<file path="config.mk">
export PLATFORM = sky130hd
export DESIGN_NAME = packet_stream_arbiter
export DESIGN_NICKNAME = d
export VERILOG_FILES = /design/src/rtl/packet_stream_arbiter.sv
export SDC_FILE = /design/constraint.sdc
export NUM_CORES = 1
export LEC_CHECK = 0
export ABC_AREA = 1
export BUFFER_PORTS_ARGS = -buffer_cell sky130_fd_sc_hd__buf_2
export CAP_MARGIN = 20
export CELL_PAD_IN_SITES_DETAIL_PLACEMENT = 1
export CELL_PAD_IN_SITES_GLOBAL_PLACEMENT = 1
export CORE_AREA = 2 2 147 149
export CTS_BUF_LIST = sky130_fd_sc_hd__clkbuf_4
export DETAILED_ROUTE_END_ITERATION = 6
export DIE_AREA = 0 0 149 151
export HOLD_SLACK_MARGIN = 0.03
export PLACE_DENSITY = 0.88
export SYNTH_ARGS = -nofsm -noshare
export SYNTH_HDL_FRONTEND = slang
export SYNTH_SLANG_ARGS = --single-unit
</file>
<file path="constraint.sdc">
create_clock -name clk_i -period 5.2 [get_ports clk_i]
set_input_delay 1.04 -clock clk_i [delete_from_list [all_inputs] [get_ports clk_i]]
set_output_delay 1.04 -clock clk_i [all_outputs]
set_load 0.02 [all_outputs]
</file>
<file path="src/rtl/packet_stream_arbiter.sv">
// Packet-granular round-robin arbiter: merges N Avalon-ST sinks onto one registered source.
// Each forwarded beat carries its source index on the channel field.
module packet_stream_arbiter #(
  parameter int unsigned N_INPUTS      = 4,
  parameter int unsigned AST_DWIDTH    = 64,
  parameter int unsigned EMPTY_WIDTH   = $clog2(AST_DWIDTH/8),
  parameter int unsigned CHANNEL_WIDTH = $clog2(N_INPUTS)
) (
  input  logic                              clk_i,
  input  logic                              rst_n_i,
  input  logic [N_INPUTS*AST_DWIDTH-1:0]    sink_data_i,
  input  logic [N_INPUTS-1:0]               sink_valid_i,
  input  logic [N_INPUTS-1:0]               sink_startofpacket_i,
  input  logic [N_INPUTS-1:0]               sink_endofpacket_i,
  input  logic [N_INPUTS*EMPTY_WIDTH-1:0]   sink_empty_i,
  output logic [N_INPUTS-1:0]               sink_ready_o,
  output logic [AST_DWIDTH-1:0]             src_data_o,
  output logic                              src_valid_o,
  output logic                              src_startofpacket_o,
  output logic                              src_endofpacket_o,
  output logic [EMPTY_WIDTH-1:0]            src_empty_o,
  output logic [CHANNEL_WIDTH-1:0]          src_channel_o,
  input  logic                              src_ready_i,
  output logic [15:0]                       drop_cnt_o
);

  localparam int unsigned CNT_WIDTH = 16;
  localparam int unsigned POP_WIDTH = $clog2(N_INPUTS + 1);

  typedef enum logic {IDLE, LOCKED} state_e;

  typedef struct packed {
    logic                     sop;
    logic                     eop;
    logic [EMPTY_WIDTH-1:0]   empty;
    logic [CHANNEL_WIDTH-1:0] channel;
    logic [AST_DWIDTH-1:0]    data;
  } beat_t;

  state_e                   state_q, state_d;
  logic [CHANNEL_WIDTH-1:0] grant_q, grant_d;
  logic [CHANNEL_WIDTH-1:0] last_grant_q, last_grant_d;
  logic [CNT_WIDTH-1:0]     drop_cnt_q, drop_cnt_d;
  logic                     valid_q, valid_d;
  beat_t                    beat_q, beat_d;

  logic                     can_load_c;
  logic                     accept_c;
  logic [N_INPUTS-1:0]      req_c;
  logic [N_INPUTS-1:0]      drop_c;
  logic [N_INPUTS-1:0]      ready_c;
  logic [POP_WIDTH-1:0]     drop_pop_c;
  logic [CNT_WIDTH:0]       drop_sum_c;
  logic                     rr_found_c;
  logic [CHANNEL_WIDTH-1:0] rr_idx_c;
  logic [CHANNEL_WIDTH-1:0] rr_k_c;

  logic [AST_DWIDTH-1:0]    data_arr  [N_INPUTS];
  logic [EMPTY_WIDTH-1:0]   empty_arr [N_INPUTS];

  for (genvar g = 0; g < N_INPUTS; g++) begin : g_unpack
    assign data_arr[g]  = sink_data_i[g*AST_DWIDTH +: AST_DWIDTH];
    assign empty_arr[g] = sink_empty_i[g*EMPTY_WIDTH +: EMPTY_WIDTH];
  end

  assign can_load_c = !valid_q | src_ready_i;
  assign req_c      = sink_valid_i & sink_startofpacket_i;
  assign drop_c     = sink_valid_i & ~sink_startofpacket_i;

  // Round-robin search for the first sop requester after the last packet owner.
  always_comb begin
    rr_found_c = 1'b0;
    rr_idx_c   = '0;
    rr_k_c     = '0;
    for (int unsigned i = 1; i <= N_INPUTS; i++) begin
      rr_k_c = CHANNEL_WIDTH'((32'(last_grant_q) + i) % N_INPUTS);
      if (!rr_found_c && req_c[rr_k_c]) begin
        rr_found_c = 1'b1;
        rr_idx_c   = rr_k_c;
      end
    end
  end

  always_comb begin
    drop_pop_c = '0;
    for (int unsigned i = 0; i < N_INPUTS; i++) begin
      drop_pop_c = drop_pop_c + POP_WIDTH'(drop_c[i]);
    end
    drop_sum_c = (CNT_WIDTH+1)'(drop_cnt_q) + (CNT_WIDTH+1)'(drop_pop_c);
  end

  // Next-state, ready and output-register load logic.
  always_comb begin
    state_d      = state_q;
    grant_d      = grant_q;
    last_grant_d = last_grant_q;
    drop_cnt_d   = drop_cnt_q;
    valid_d      = valid_q;
    beat_d       = beat_q;
    ready_c      = '0;
    accept_c     = 1'b0;

    case (state_q)
      IDLE: begin
        ready_c    = drop_c;
        drop_cnt_d = drop_sum_c[CNT_WIDTH] ? {CNT_WIDTH{1'b1}} : drop_sum_c[CNT_WIDTH-1:0];
        if (rr_found_c) begin
          grant_d = rr_idx_c;
          state_d = LOCKED;
        end
      end
      LOCKED: begin
        ready_c[grant_q] = can_load_c;
        accept_c         = sink_valid_i[grant_q] & can_load_c;
        if (accept_c && sink_endofpacket_i[grant_q]) begin
          last_grant_d = grant_q;
          state_d      = IDLE;
        end
      end
      default: state_d = IDLE;
    endcase

    if (accept_c) begin
      valid_d        = 1'b1;
      beat_d.sop     = sink_startofpacket_i[grant_q];
      beat_d.eop     = sink_endofpacket_i[grant_q];
      beat_d.empty   = empty_arr[grant_q];
      beat_d.channel = grant_q;
      beat_d.data    = data_arr[grant_q];
    end else if (src_ready_i) begin
      valid_d = 1'b0;
    end
  end

  always_ff @(posedge clk_i or negedge rst_n_i) begin
    if (!rst_n_i) begin
      state_q      <= IDLE;
      grant_q      <= '0;
      last_grant_q <= CHANNEL_WIDTH'(N_INPUTS - 1);
      drop_cnt_q   <= '0;
      valid_q      <= 1'b0;
      beat_q       <= '0;
    end else begin
      state_q      <= state_d;
      grant_q      <= grant_d;
      last_grant_q <= last_grant_d;
      drop_cnt_q   <= drop_cnt_d;
      valid_q      <= valid_d;
      beat_q       <= beat_d;
    end
  end

  // Ready is combinational from can_load; held low while reset is asserted.
  assign sink_ready_o        = rst_n_i ? ready_c : '0;
  assign src_valid_o         = valid_q;
  assign src_data_o          = beat_q.data;
  assign src_startofpacket_o = beat_q.sop;
  assign src_endofpacket_o   = beat_q.eop;
  assign src_empty_o         = beat_q.empty;
  assign src_channel_o       = beat_q.channel;
  assign drop_cnt_o          = drop_cnt_q;

endmodule
</file>
==> results of run 1 <==
worst paths after layout:
path	startpoint	to	slack (ps)	depth (start not counted)
max in group asynchronous	rst_n_i	src_data_o[58]$_DFFE_PN0P_	3500	2
worst min register to register	src_data_o[4]$_DFFE_PN0P_	src_data_o[4]$_DFFE_PN0P_	490	2
worst min-delay path	src_data_o[4]$_DFFE_PN0P_	src_data_o[4]$_DFFE_PN0P_	490	2
worst max register to register	grant_q[1]$_DFFE_PN0P_	src_data_o[48]$_DFFE_PN0P_	2110	9
worst max-delay path	grant_q[1]$_DFFE_PN0P_	sink_ready_o[3]	1610	6
min in group asynchronous	rst_n_i	drop_cnt_o[5]$_DFFE_PN0N_	540	1
synth_stat cells:
cell      count
and3_1        1
dfstp_2       2
nor3_1        5
a21oi_1       6
o22a_1        1
buf_6         1
nand2_1     424
inv_2         4
nor2_1       21
dfrtp_1      91
inv_1        24
buf_4         2
ha_1          1
o21a_1        1
o21ai_1       2
buf_2        12
or2_2         3
fa_1          3
a22oi_1      71
nand3_1      97
nand4_1       8
xnor2_1       1
clkbuf_1     30
nand2_2       1
o21ai_0      11
xor2_1        4
nor4_1        1
clkinv_1      1
final cells by class:
type | instances | area, µm²
fillers | 2791 | 12900
multi-input cells | 662 | 3050
flip-flops and latches | 93 | 2330
repair buffers | 381 | 1930
well taps | 275 | 344
clock inverters | 7 | 120
inverters | 29 | 109
clock buffers | 9 | 67.6
diodes | 2 | 5.00
flip-flops by register name, indices dropped and copies added, names as in the netlist, 2 cells and up:
name           count
src_empty_o        3
drop_cnt_o        16
last_grant_q       2
src_data_o        64
src_channel_o      2
grant_q            2
worst max-delay path: stages (launching register included):
cell and delay [ps]:
dfrtp_1 540, nand2_1 110, inv_2 500, buf_4 510, a21oi_1 130, nor2_1 100
buf_2 190
layer usage:
metal	GRT usage, %	vias to the layer above	part of all wire, %
met2	38.4	260	52
met3	4.04	30	6.3
met4	8.48	0	2.6
li1	-	3412	-
met1	23.5	3373	39
met5	0	-	0
report_power, final:
| part | leakage, nW | switching, mW | internal [mW] |
|---|---|---|---|
| sequential | 1.17 | 0.206 | 1.03 |
| clock | 0.0986 | 0.262 | 0.246 |
| combinational | 3.20 | 1.72 | 0.805 |
| total | 4.47 | 2.19 | 2.08 |
stage by stage:
| stage | cell area, µm² | utilization [%] |
|---|---|---|
| floorplan | 5670 | - |
| global placement | 7760 | 37.3 |
| detailed placement | 7760 | 37.3 |
| CTS | 7950 | 38.2 |
| global route | 7950 | 38.2 |
| finish | 7960 | 38.2 |
kinds of logic (layout without fill, tap and decap cells):
| logic type | count (synthesis) | after routing |
|---|---|---|
| AOI/OAI and AO/OA | 92 | 92 |
| buffers and inverters | 74 | 426 |
| xor gates and xnor gates | 5 | 5 |
| DFF | 93 | 93 |
| and+or+nand+nor | 561 | 561 |
| other | 0 | 2 |
| adders and majority gates | 4 | 4 |
==> metrics.cfg, run 1 <==
[yosys]
ys_ff_latch=93
synth_top_area_share_pct=40.2
ys_types=28
muxShareOfSynthArea_pct=0
synth_xor_area_share_pct=0.773
synth_cells=829
synth_area_leaders=dfrtp_1 40%, nand2_1 28%, a22oi_1 9.4%
yosysTopAreaCell=dfrtp_1
syn_area_um2=5670
synth-compound-area-share_pct=11.4
syn_avg_cell_area_um2=6.84
yosys.area_share.simple_pct=40.0
synth_fa_ha_area_share_pct=1.28
synth-seq-area-share_pct=41.1
yosysWarnings=0
synth_top_family_by_area=simple AND/OR/NAND/NOR gates
synthesis.nets=1116

[sta]
rsz0062_at_grt=no
maxSlewHeadroom_pct=32.6
fin_ws_ps=1610
fin_tns_setup_ps=0
tightest_slew_ps=1010
timing.fmax_ghz=0.279
hold_viol_final=0
whs_ps=488
fin_skew_ps=24.5
min_period_ps=3590
timing.final.crit_share_pct=69.0
final-setup-viol-count=0
maxSlewViolCount=0

[global_routing]
grt_pass1_wl_mm=36.7
grt_pass1_vias=7338
antenna_found_initial=2
grt_usage_pct=20.8
overflow=0
grt_start_max_net_pins=76

[pwr]
power_leakage_nw=4.47
p_per_area_nw_per_um2=537
total_power_mw=4.27
peakVddDrop_v=0.000229

[clock_network]
holdBufCountCts=0
clk_latency_ps=450
numCtsBuffers=9
clk_pin_slew_ps=140
cts_resized=0
cts_max_path_buffers=2
cts_setup_buffers=0
htreeDepth=3
cts_tree=built
clock-sinks=93
root_buffer=clkbuf_4

[route]
route.antenna.remaining_nets=0
drc=0
drt-total-wl_mm=23.9
initialDrtViolationCount=199
vias_per_cell=4.85
avgRoutedWirePerCell_um=16.4
drt-pass1-iter-count=4
vias=7075

[floorplanning]
die_y_um=151
placementRows=53
die_area_um2=22500
die_w_um=149
core-area_um2=20800
initial_core_util_pct=27.2
pin_count=375

[critical_path]
end_kind=output pin
critPathMaxFanout=39
path_class=flop to output pin
critical_path.startpoint_type=flop
required_ps=4160
critPathArrivalTime_ps=2550

[finish]
final_common_cell=nand2_1
fin_cells=1458
finalNetCount=1463
layout_common_cells=423 x nand2_1, 373 x buf_2, 97 x nand3_1
layout-drive-gt1-share_pct=34.7
area_delta_synth_final_pct=40.4

[placement]
io_buffers=374
pre_cts_ws_ps=1400
dp_hpwl_mm=18.9
numPlacedInstances=1440
place.gp.congestion=0.850

[hold_path]
hold_path.class=flop to flop

[flow_run]
max_cap_viol_count=0

[status]
status=finished clean

Note: power is estimated with default switching activity, not from simulation.
==> inputs of run 2 (changes only) <==
- CORE_AREA: 2 2 147 149 -> unset
- CORE_MARGIN: unset -> 1
- CORE_UTILIZATION: unset -> 26
- DIE_AREA: 0 0 149 151 -> unset
- clock period: 5.2 -> 3.1 ns (I/O delays scaled with it)
==> metrics.cfg, run 2 (synthesis gave the netlist of run 1 again) <==
[critical_path]
critical_path.cell_chain=fa_1, inv_1, fa_1, inv_1, fa_1, and3_1, nand4_1, buf_4, nor3_1, nand2_1, o21ai_0, inv_1  ; was nand2_1, inv_2, buf_4, a21oi_1, nor2_1, buf_2
crit_slowest_cell=fa_1  ; was dfrtp_1
end_kind=flop  ; was output pin
path_buf_inv=4  ; was 3
critPathArrivalTime_ps=3160  ; was 2550 ps
required_ps=3470  ; was 4160 ps
rrSetupSlack_ps=310  ; was 2110 ps
r2r_end=drop_cnt_o[12]$_DFFE_PN0N_  ; was src_data_o[48]$_DFFE_PN0P_
cp_top_family=adder cells  ; was buffers and inverters
cp.depth=12  ; was 6
critPathMaxFanout=3  ; was 39
cpPeakStageDelay_ps=550  ; was 540 ps
reg2reg_depth=12  ; was 9
critical_path.startpoint_type=flop  ; unchanged
worstReg2RegStart=drop_cnt_o[0]$_DFFE_PN0N_  ; was grant_q[1]$_DFFE_PN0P_
path_class=flop to flop  ; was flop to output pin

[route]
avgRoutedWirePerCell_um=16.5  ; was 16.4 µm
initialDrtViolationCount=225  ; was 199
drc=0  ; unchanged
drt-pass1-iter-count=4  ; unchanged
route.antenna.remaining_nets=0  ; unchanged
vias=7132  ; was 7075
drt-total-wl_mm=24.3  ; was 23.9 mm
vias_per_cell=4.85  ; about the same

[floorplanning]
die_area_um2=22400  ; was 22500 µm²
initial_core_util_pct=26.7  ; was 27.2%
die_w_um=150  ; was 149 µm
die_y_um=150  ; was 151 µm
core-area_um2=21200  ; was 20800 µm²
pin_count=375  ; unchanged
placementRows=53  ; unchanged

[pwr]
pwr-share-seq_pct=29.6  ; was 28.9%
internal_power_mw=3.30  ; was 2.08 mW
switching_power_mw=3.72  ; was 2.19 mW
switching_share_pct=53.0  ; was 51.3%
peakVddDrop_v=0.000325  ; was 0.000229 V
pwr-share-comb_pct=61.7  ; was 59.2%
power_leakage_nw=4.49  ; was 4.47 nW
p_clk_share_pct=8.7  ; was 11.9%
p_per_area_nw_per_um2=879  ; was 537 nW/µm²

[finish]
finalNetCount=1474  ; was 1463
largest_reg_flops=64  ; unchanged
final_common_cell=nand2_1  ; unchanged
layout_common_cells=423 x nand2_1, 373 x buf_2, 97 x nand3_1  ; unchanged
area_delta_synth_final_pct=40.9  ; was 40.4%
fin_cells=1471  ; was 1458
layout-drive-gt1-share_pct=35.2  ; was 34.7%

[sta]
timing.final.crit_share_pct=90.1
maxSlewViolCount=0  ; unchanged
hold_viol_final=0  ; unchanged
maxSlewHeadroom_pct=45.9  ; was 32.6%
rsz0062_at_grt=no  ; unchanged
fin_skew_ps=25.1  ; was 24.5 ps
timing.fmax_ghz=0.358
final-setup-viol-count=0  ; unchanged
tightest_slew_ps=812  ; was 1010 ps
whs_ps=239  ; was 488 ps
min_period_ps=2790

[clock_network]
clk_pin_slew_ps=160  ; was 140 ps
clk_latency_ps=460  ; was 450 ps
clock-sinks=93  ; unchanged
cts_setup_buffers=0  ; unchanged
numCtsBuffers=9  ; unchanged
holdBufCountCts=0  ; unchanged
cts_tree=built  ; unchanged
root_buffer=clkbuf_4  ; unchanged
cts_resized=0  ; unchanged
htreeDepth=3  ; unchanged
cts_max_path_buffers=2  ; unchanged

[hold_path]
hold_path.class=input port to async pin  ; was flop to flop

[global_routing]
grt_start_max_net_pins=70  ; was 76
overflow=0  ; unchanged
antenna_found_initial=4  ; was 2
grt_usage_pct=21.2  ; was 20.8%
grt_pass1_wl_mm=36.5  ; was 36.7 mm
grt_pass1_vias=7276  ; was 7338

[placement]
place.gp.congestion=0.829  ; was 0.850
numPlacedInstances=1451  ; was 1440
io_buffers=374  ; unchanged
dp_hpwl_mm=18.9  ; about the same

[status]
status=finished clean  ; unchanged

[flow_run]
max_cap_viol_count=0  ; unchanged

==> run 2: routing by layer <==
layer	vias to the layer above	global-route usage (%)	part of all wire, %
met5	-	0	0
met4	0	9.03	3.0
met3	34	3.66	5.1
met2	258	38.6	51
met1	3404	24.1	41
li1	3436	-	-
==> run 2: worst max-delay path by stage <==
stage                                   start                         end  slack [ps]
floorplan                     sink_valid_i[2]  drop_cnt_o[14]$_DFFE_PN0N_         270
global placement              sink_valid_i[2]  drop_cnt_o[12]$_DFFE_PN0N_          50
detailed placement            sink_valid_i[2]  drop_cnt_o[12]$_DFFE_PN0N_         -80
finish              drop_cnt_o[0]$_DFFE_PN0N_  drop_cnt_o[12]$_DFFE_PN0N_         310
global route        drop_cnt_o[0]$_DFFE_PN0N_  drop_cnt_o[14]$_DFFE_PN0N_          90
CTS                 drop_cnt_o[0]$_DFFE_PN0N_  drop_cnt_o[14]$_DFFE_PN0N_         290
==> run 2: power groups by stage <==
stage          registers [mW]  logic, mW  clock network [mW]
2_1_floorplan            2.60       2.23                   0
3_3_place_gp             2.08       4.27                   0
3_5_place_dp             2.10       4.41                   0
4_1_cts                  2.08       4.41               0.647
5_1_grt                  2.15       4.82               0.687
6_report                 2.08       4.33               0.610
==> run 2: metrics by stage <==
| step | utilization (%) | power (mW) | worst slack, ps | setup TNS, ps | cell area (µm²) |
|---|---|---|---|---|---|
| after floorplan | - | 4.84 | 270 | 0 | 5670 |
| after global placement | 37.1 | 6.34 | 47.5 | 0 | 7860 |
| after detailed placement | 37.1 | 6.51 | -77.9 | -131 | 7860 |
| after CTS | 37.6 | 7.14 | 294 | 0 | 7980 |
| after global routing | 37.6 | 7.65 | 94.9 | 0 | 7980 |
| final | 37.6 | 7.02 | 305 | 0 | 7990 |
==> run 2: worst reg2reg max path: stages (launching register included) <==
cell     delay [ps]
dfrtp_1         450
fa_1            550
inv_1            50
fa_1            400
inv_1           100
fa_1            200
and3_1          180
nand4_1         120
buf_4           170
nor3_1          250
nand2_1          80
o21ai_0          90
inv_1            70
==> run 2: layout make-up <==
cell class	instances	area, µm²
repair buffers	392	2020
clock inverters	6	37.5
inverters	29	109
diodes	4	10.0
multi-input cells	662	3060
clock buffers	10	75.1
flip-flops and latches	93	2330
fillers	2839	13200
well taps	275	344
